$ cat src/rtl/edge_pack_if.sv
// Handshake bundle between edge_pack, the upstream sobel FIFO and the downstream packed FIFO.
// The master modport is the edge_pack side.
interface edge_pack_if #(
    parameter int DWIDTH_IN  = 8,
    parameter int PACK_WIDTH = 8,
    parameter int CNT_WIDTH  = 32
);
    logic                  in_rd_en;
    logic [DWIDTH_IN-1:0]  in_dout;
    logic                  in_empty;
    logic                  out_wr_en;
    logic [PACK_WIDTH-1:0] out_din;
    logic                  out_full;
    logic [CNT_WIDTH-1:0]  edge_count;
    logic                  frame_done;

    modport master (
        output in_rd_en, out_wr_en, out_din, edge_count, frame_done,
        input  in_dout, in_empty, out_full
    );

    modport slave (
        input  in_rd_en, out_wr_en, out_din, edge_count, frame_done,
        output in_dout, in_empty, out_full
    );
endinterface

$ cat src/rtl/edge_pack.sv
// Thresholds sobel magnitudes to edge flags, packs them LSB-first into row-aligned words
// and reports the edge-pixel count of every completed frame.
module edge_pack #(
    parameter int IMG_WIDTH  = 720,
    parameter int IMG_HEIGHT = 540,
    parameter int DWIDTH_IN  = 8,
    parameter int PACK_WIDTH = 8,
    parameter int THRESHOLD  = 128,
    parameter int CNT_WIDTH  = 32
) (
    input  logic        clock,
    input  logic        reset,
    edge_pack_if.master bus
);
    localparam int BW = $clog2(PACK_WIDTH + 1);
    localparam int CW = $clog2(IMG_WIDTH + 1);
    localparam int RW = $clog2(IMG_HEIGHT);

    localparam logic [BW-1:0]        BIT_LAST = BW'(PACK_WIDTH - 1);
    localparam logic [CW-1:0]        COL_LAST = CW'(IMG_WIDTH - 1);
    localparam logic [CW-1:0]        COL_END  = CW'(IMG_WIDTH);
    localparam logic [RW-1:0]        ROW_LAST = RW'(IMG_HEIGHT - 1);
    localparam logic [DWIDTH_IN-1:0] THR      = DWIDTH_IN'(THRESHOLD);

    typedef enum logic {S_ACCUM = 1'b0, S_EMIT = 1'b1} state_t;

    state_t                r_state;
    state_t                w_next;
    logic [BW-1:0]         r_bit_cnt;
    logic [CW-1:0]         r_col;
    logic [RW-1:0]         r_row;
    logic [CNT_WIDTH-1:0]  r_run_cnt;
    logic [CNT_WIDTH-1:0]  r_edge_count;
    logic [PACK_WIDTH-1:0] r_word;
    logic                  r_frame_done;

    logic w_pop;
    logic w_push;
    logic w_flag;
    logic w_row_end;

    assign w_flag    = (bus.in_dout >= THR);
    // col runs one past the last pixel once a row is fully popped, marking the row's final word
    assign w_row_end = (r_col == COL_END);

    always_ff @(posedge clock) begin
        if (reset) r_state <= S_ACCUM;
        else       r_state <= w_next;
    end

    always_comb begin
        w_next = r_state;
        case (r_state)
            S_ACCUM: if (w_pop && (r_bit_cnt == BIT_LAST || r_col == COL_LAST)) w_next = S_EMIT;
            S_EMIT:  if (w_push) w_next = S_ACCUM;
            default: w_next = S_ACCUM;
        endcase
    end

    always_comb begin
        w_pop  = 1'b0;
        w_push = 1'b0;
        if (!reset) begin
            w_pop  = (r_state == S_ACCUM) && !bus.in_empty;
            w_push = (r_state == S_EMIT)  && !bus.out_full;
        end
    end

    always_ff @(posedge clock) begin
        if (reset) begin
            r_bit_cnt    <= '0;
            r_col        <= '0;
            r_row        <= '0;
            r_run_cnt    <= '0;
            r_word       <= '0;
            r_edge_count <= '0;
            r_frame_done <= 1'b0;
        end else begin
            r_frame_done <= 1'b0;
            if (w_pop) begin
                for (int i = 0; i < PACK_WIDTH; i++) begin
                    if (r_bit_cnt == BW'(i)) r_word[i] <= w_flag;
                end
                if (w_flag && (r_run_cnt != '1)) r_run_cnt <= r_run_cnt + CNT_WIDTH'(1);
                r_bit_cnt <= r_bit_cnt + BW'(1);
                r_col     <= r_col + CW'(1);
            end
            if (w_push) begin
                r_word    <= '0;
                r_bit_cnt <= '0;
                if (w_row_end) begin
                    r_col <= '0;
                    if (r_row == ROW_LAST) begin
                        r_row        <= '0;
                        r_edge_count <= r_run_cnt;
                        r_run_cnt    <= '0;
                        r_frame_done <= 1'b1;
                    end else begin
                        r_row <= r_row + RW'(1);
                    end
                end
            end
        end
    end

    assign bus.in_rd_en   = w_pop;
    assign bus.out_wr_en  = w_push;
    assign bus.out_din    = r_word;
    assign bus.edge_count = r_edge_count;
    assign bus.frame_done = r_frame_done;
endmodule

$ cat src/flat_wrapper.sv
// flat-port wrapper written by rule: the top's interface ports become plain ports
module edge_pack_flat 
#(
    parameter int IMG_WIDTH  = 720,
    parameter int IMG_HEIGHT = 540,
    parameter int DWIDTH_IN  = 8,
    parameter int PACK_WIDTH = 8,
    parameter int THRESHOLD  = 128,
    parameter int CNT_WIDTH  = 32
)
  (clock, reset, bus_in_rd_en, bus_out_wr_en, bus_out_din, bus_edge_count, bus_frame_done, bus_in_dout, bus_in_empty, bus_out_full);
  edge_pack_if #(.DWIDTH_IN(DWIDTH_IN), .PACK_WIDTH(PACK_WIDTH), .CNT_WIDTH(CNT_WIDTH)) bus_i ();
  input  logic clock;
  input  logic reset;
  output wire logic [$bits(bus_i.in_rd_en)-1:0] bus_in_rd_en;
  output wire logic [$bits(bus_i.out_wr_en)-1:0] bus_out_wr_en;
  output wire logic [$bits(bus_i.out_din)-1:0] bus_out_din;
  output wire logic [$bits(bus_i.edge_count)-1:0] bus_edge_count;
  output wire logic [$bits(bus_i.frame_done)-1:0] bus_frame_done;
  input wire logic [$bits(bus_i.in_dout)-1:0] bus_in_dout;
  input wire logic [$bits(bus_i.in_empty)-1:0] bus_in_empty;
  input wire logic [$bits(bus_i.out_full)-1:0] bus_out_full;
  assign bus_in_rd_en = bus_i.in_rd_en;
  assign bus_out_wr_en = bus_i.out_wr_en;
  assign bus_out_din = bus_i.out_din;
  assign bus_edge_count = bus_i.edge_count;
  assign bus_frame_done = bus_i.frame_done;
  assign bus_i.in_dout = bus_in_dout;
  assign bus_i.in_empty = bus_in_empty;
  assign bus_i.out_full = bus_out_full;
  edge_pack #(.IMG_WIDTH(IMG_WIDTH), .IMG_HEIGHT(IMG_HEIGHT), .DWIDTH_IN(DWIDTH_IN), .PACK_WIDTH(PACK_WIDTH), .THRESHOLD(THRESHOLD), .CNT_WIDTH(CNT_WIDTH)) u_core (.clock(clock), .reset(reset), .bus(bus_i));
endmodule
$ cat config.mk
export PLATFORM = sky130hd
export DESIGN_NAME = edge_pack_flat
export DESIGN_NICKNAME = d
export VERILOG_FILES = /design/src/rtl/edge_pack_if.sv /design/src/rtl/edge_pack.sv /design/src/flat_wrapper.sv
export SDC_FILE = /design/constraint.sdc
export NUM_CORES = 1
export LEC_CHECK = 0
export ABC_AREA = 1
export CELL_PAD_IN_SITES_DETAIL_PLACEMENT = 0
export CELL_PAD_IN_SITES_GLOBAL_PLACEMENT = 1
export CORE_MARGIN = 10
export CORE_UTILIZATION = 45
export DETAILED_ROUTE_END_ITERATION = 7
export DONT_BUFFER_PORTS = 1
export PLACE_DENSITY = 0.87
export SLEW_MARGIN = 30
export SYNTH_ARGS = -nofsm -noshare
export SYNTH_HDL_FRONTEND = slang
export SYNTH_SLANG_ARGS = --single-unit
$ cat constraint.sdc
create_clock -name clock -period 2.2 [get_ports clock]
set_clock_uncertainty 0.05 [all_clocks]
set_input_delay 0.33 -clock clock [delete_from_list [all_inputs] [get_ports clock]]
set_output_delay 0.33 -clock clock [all_outputs]
set_load 0.01 [all_outputs]
==> flow_summary.toml, run 1 <==
[status]
outcome = "complete, no violations"

[cells_and_area]
drive_gt1_share_pct = 7.76
nFillCells = 1045
antennaDiodeCount = 0
area_growth_pct = 9.35
layout.nets = 698

[sta]
whs_ps = 77.8
tightest_slew_ps = 567
setup_ws_ps = 181
hold_viol = 0
rsz0062_at_grt = "no"
tns_ps = 0
finalSetupViolations = 0
finalCritPeriodShare_pct = 91.8
fmax_ghz = 0.495
drv_slew = 0
finalCriticalPeriod_ps = 2020
slew_headroom_pct = 62.2

[die]
rows = 37
die_area_um2 = 14900
start_util_pct = 45.8
die_height_um = 122
die_x_um = 122
boundaryPins = 55
core_region_area_um2 = 10200

[clocking]
clkSlewWorstSetupHoldPaths_ps = 110
cts_buffers = 9
post_cts_buffers = 0
cts_root_buf = "clkbuf_8"
cts_max_level = 3
cts.path.max_buffers = 2
cts_tree = "done"
cts_sinks = 98
clock_latency_ps = 380

[synthesis]
synthDistinctLibCells = 33
synth_nets = 693
ys_ff_latch = 98
async_flop_share_pct = 0
synth_cells = 673
yosys_warnings = 0
ys_seq_area_share_pct = 41.9
synth_ff_type = "dfxtp_1"
avgSynthCellArea_um2 = 6.96
synth-edff-count = 0
syn-cell-area_um2 = 4690

[hold_path]
holdPathStages = 3
hp-class = "input port to flip-flop"

[global_routing]
track_usage_pct = 16.8
grt_pass1_vias = 4077
grt_max_degree = 34
antenna_found_initial = 0
globalRouteOverflowTotal = 0
grt_pass1_wl_mm = 20.2

[setup_path]
cp.arrival_ps = 2250
cp_cell_sequence = "ha_1, inv_1, nor2_2, nand2_1, nor2_2, nand2_2, nand2_2, buf_12, nor2_1, xor2_1, nor2_2"
critical_path.max_stage_delay_ps = 450
cpMostUsedCell = "nor2_2"
critPathKind = "flip-flop to flip-flop"
worstPathMaxFanout = 10
crit_required_ps = 2430
cp-end-kind = "flip-flop"
reg2reg_depth = 11
start_kind = "flip-flop"
crit_slowest_cell = "dfxtp_1"

[placement]
place_ws_ps = 102
port-buffer-count = 0
gp_congestion = 0.932
hpwl_mm = 8.98

[routing]
top_layer_used = "met4"
dr.first_iter.drc_count = 329
wl_met3_um = 533
antenna_left = 0
avgViaCountPerCell = 5.20
wirelength_mm = 12.1
firstDrtPassIters = 5
drc = 0
met1_length_mm = 5.53
dr_wl_met2_mm = 5.93
routedWlPerCell_um = 14.8
vias = 4256

[job]
cap_violations = 0

[power]
p_leak_nw = 1.85
finalPower_w = 0.00337
powerDensity_nw_per_um2 = 658
ir_drop_mv = 0.272
[power breakdown]
group	leakage [nW]	total [W]	internal [W]	switching, W
Combinational	0.939	0.000119	0.0000344	0.0000850
Clock	0.125	0.00145	0.000766	0.000685
Sequential	0.790	0.00180	0.00179	0.0000138
Total	1.85	0.00337	0.00259	0.000784
[repair_timing]
action	in CTS	in global routing
gates resized for setup	0	5
endpoints found under the hold margin	8	0
endpoints found under the setup margin	0	16
hold buffers	1	0
[per-layer routing]
layer,vias up,GRT usage (%)
met3,13,3.61
met2,71,29.2
li1,2199,-
met1,1973,20.3
met4,0,4.99
met5,-,0
[layout make-up]
type	instances	area [um^2]	area share [%]
multi-input cells	472	2310	45.1
flip-flops and latches	98	1960	38.3
inverters	87	333	6.50
well taps	136	170	3.32
clock buffers	9	124	2.42
clock inverters	7	121	2.37
repair buffers	10	103	2.00
[worst max-delay path, delay by kind of cell, from the launching register on]
family / cells / cell delay (ps)
simple gates: 7 / 860
flops: 1 / 450
fa+ha+maj: 1 / 210
buf+inv: 2 / 190
xor+xnor: 1 / 150
[flip-flops by register name, indices dropped and copies added (netlist names)]
name                   cells
u_core.r_run_cnt          32
u_core.bus.frame_done      1
u_core.r_col              10
u_core.bus.out_din         8
u_core.r_bit_cnt           4
u_core.r_state             1
u_core.r_row              10
u_core.bus.edge_count     32
[worst paths after layout]
check                      start                  end  slack, ps
max reg2reg  u_core.r_run_cnt[1]  u_core.r_run_cnt[2]        180
max          u_core.r_run_cnt[1]  u_core.r_run_cnt[2]        180
min reg2reg      u_core.r_row[1]      u_core.r_row[1]        430
min                        reset      u_core.r_col[7]         80
[cell families (layout without fill, tap and decap cells)]
family	Yosys count	count (layout)	share of synthesized area (%)
AO/OA/AOI/OAI	134	134	14.7
XOR/XNOR	9	9	1.68
adder cells (fa/ha/maj)	8	8	2.14
buffers and inverters	103	113	9.08
flip-flops	98	98	41.9
AND/OR/NAND/NOR	321	321	30.5
[synth_stat cells (6+ instances only)]
cell type,instances,area share (%)
nand2_1,124,9.9
dfxtp_1,98,42
nor2_1,98,7.9
inv_1,81,6.5
a21oi_1,64,6.8
o21ai_0,60,6.4
nand3_1,34,3.6
nor3_1,22,2.3
nand4_1,14,1.9
ha_1,8,2.1
xor2_1,8,1.5
buf_4,6,0.96
nor2_2,6,0.80
[metrics by stage]
step	utilization (%)	instances	cell area, um^2
after floorplan	-	673	4690
after global placement	47.4	802	4850
after detailed placement	47.4	802	4850
after CTS	49.9	819	5110
after global routing	50.1	819	5120
final	50.1	819	5120
[layout by cell type (no fill, tap or decap), types with 8 or more instances in the layout]
cell type	n
nand2_1	123
dfxtp_1	98
nor2_1	96
inv_1	80
a21oi_1	64
o21ai_0	60
nand3_1	34
nor3_1	22
nand4_1	14
clkbuf_8	9
xor2_1	8
ha_1	8
(Power assumes the default switching activity.)
==> run 2: changes to the inputs <==
--- a/config.mk
+++ b/config.mk
@@ -8,6 +8,7 @@
 export ABC_AREA = 1
 export CELL_PAD_IN_SITES_DETAIL_PLACEMENT = 0
 export CELL_PAD_IN_SITES_GLOBAL_PLACEMENT = 1
+export CORE_ASPECT_RATIO = 1.25
 export CORE_MARGIN = 10
 export CORE_UTILIZATION = 45
 export DETAILED_ROUTE_END_ITERATION = 7
==> run 2 against run 1 <==
Worst hold slack got worse by 63 ps. Register-to-register slack improved by 50 ps. Count of clock-buffer cells in the layout increased by 5. Combinational power increased by 3%. Largest cell class unchanged. Highest routed layer unchanged.
==> flow_summary.toml, run 2 (same netlist as run 1, synthesis figures left out) <==
[global_routing]
grt_pass1_wl_mm = 19.8
use_met3_pct = 3.44
track_usage_pct = 15.9
grt_pass1_vias = 4156
grt_max_degree = 33
globalRouteOverflowTotal = 0
met1_usage_pct = 17.3
antenna_found_initial = 0
busiest_layer = "met2"
grt_util_met2_pct = 28.7

[placement]
hpwl_mm = 9.02
dpl_cell_area_um2 = 4870
gp_congestion = 0.858
port-buffer-count = 0

[sta]
finalSetupViolations = 0
rsz0062_at_grt = "no"
slew_headroom_pct = 62.5
tightest_slew_ps = 562
hold_viol = 0
finalCriticalPeriod_ps = 1970
finalCritPeriodShare_pct = 89.7
fmax_ghz = 0.507
tns_ps = 0
drv_slew = 0
whs_ps = 14.4

[clocking]
clock_latency_ps = 350
cts_max_level = 3
cts.path.max_buffers = 2
post_cts_buffers = 0
cts_tree = "done"
cts_root_buf = "clkbuf_16"
clkSlewWorstSetupHoldPaths_ps = 60
cts_buffers = 9
cts_sinks = 98

[setup_path]
cp.arrival_ps = 1590
worstPathMaxFanout = 10
path_delay_family = "buffers and inverters"
crit_slowest_cell = "dfxtp_1"
critPathKind = "flip-flop to output port"
critical_path.max_stage_delay_ps = 340
cp-end-kind = "output port"
crit_required_ps = 1820
start_kind = "flip-flop"
cp_cell_sequence = "nor2_1, nand2_1, inv_1, buf_4"
cp.buffers_inverters = 2

[routing]
antenna_left = 0
vias = 4284
routedWlPerCell_um = 14.8
wirelength_mm = 12.1
avgViaCountPerCell = 5.24
drc = 0
firstDrtPassIters = 7
dr.first_iter.drc_count = 206

[die]
die_area_um2 = 14900
die_x_um = 111
start_util_pct = 46.1
core_region_area_um2 = 10200
rows = 41
boundaryPins = 55
die_height_um = 134

[power]
p_leak_nw = 1.91
ir_drop_mv = 0.298
powerDensity_nw_per_um2 = 692

[job]
cap_violations = 0

[cells_and_area]
design_area_um2 = 5200
layout.nets = 704
drive_gt1_share_pct = 7.40
nFillCells = 1017
seq_area_um2 = 1960
final_cell_mix = "124 x nand2_1, 98 x dfxtp_1, 97 x nor2_1"
final_common_cell = "nand2_1"
antennaDiodeCount = 0
multi_input_area_um2 = 2300
area_growth_pct = 11.1

[hold_path]
hp-class = "input port to flip-flop"

[status]
outcome = "complete, no violations"
## run 2: cell types whose count changed in the layout (fill, tap and decap cells not counted), sizes merged
cell / previous run / this run
buf: 9 / 14
clkbuf: 9 / 14
bufinv: 3 / 2
clkinvlp: 1 / 0
inv: 89 / 87
clkinv: 1 / 0
dlygate4sd3: 1 / 2
## run 2: per-stage QoR
stage | total power (W) | std cells | util [%] | setup slack [ps]
final | 0.00360 | 818 | 51.2 | 227
after global routing | 0.00370 | 818 | 51.2 | 29.4
after global placement | 0.00195 | 800 | 47.9 | 234
after CTS | 0.00362 | 818 | 51.2 | 160
after floorplan | 0.00192 | 673 | - | 524
after detailed placement | 0.00196 | 800 | 47.9 | 177
## run 2: timing repair
| action | in CTS | in global routing |
|---|---|---|
| gates resized for setup | 0 | 1 |
| hold buffers | 2 | 0 |
| endpoints found under the setup margin | 0 | 5 |
| hold endpoints to repair | 6 | 0 |
## run 2: report_power, final
group	leakage [nW]	total, W	switching, W	internal [W]
registers	0.790	0.00180	0.0000121	0.00179
logic	0.970	0.000123	0.0000865	0.0000363
clock network	0.151	0.00168	0.000649	0.00103
total	1.91	0.00360	0.000747	0.00285
## run 2: worst paths after layout
path / startpoint / endpoint / slack (ps) / cells past startpoint
setup reg to reg: u_core.r_run_cnt[0] / u_core.r_run_cnt[21] / 230 / 12
hold / removal: reset / u_core.r_row[6] / 10 / 1
setup / recovery: u_core.r_state / bus_in_rd_en / 230 / 4
hold reg to reg: u_core.r_col[9] / u_core.r_col[9] / 420 / 2
## run 2: layer usage
layer | part of all wire, % | wire length (um) | vias up
li1 | - | - | 2225
met1 | 42 | 5050 | 1961
met2 | 52 | 6250 | 74
met3 | 4.3 | 516 | 24
met4 | 2.4 | 293 | 0
met5 | 0 | 0 | -
## run 2: worst reg2reg max path, stage by stage, from the launching register on
cell and delay (ps):
dfxtp_1 390, ha_1 190, inv_1 70, nor2_2 180, nand2_1 130, nor2_2 160, nand2_2 130, nand2_2 200
inv_2 130, nand3_1 110, nand2_1 60, inv_1 50, nor2_1 30
## run 2: cell type report
class,instances,area share (%)
Clock buffer,14,4.88
Multi-Input combinational cell,472,44.2
Sequential cell,98,37.7
Timing Repair Buffer,16,2.64
Tap cell,129,3.10
Inverter,87,6.32
Clock inverter,2,1.15
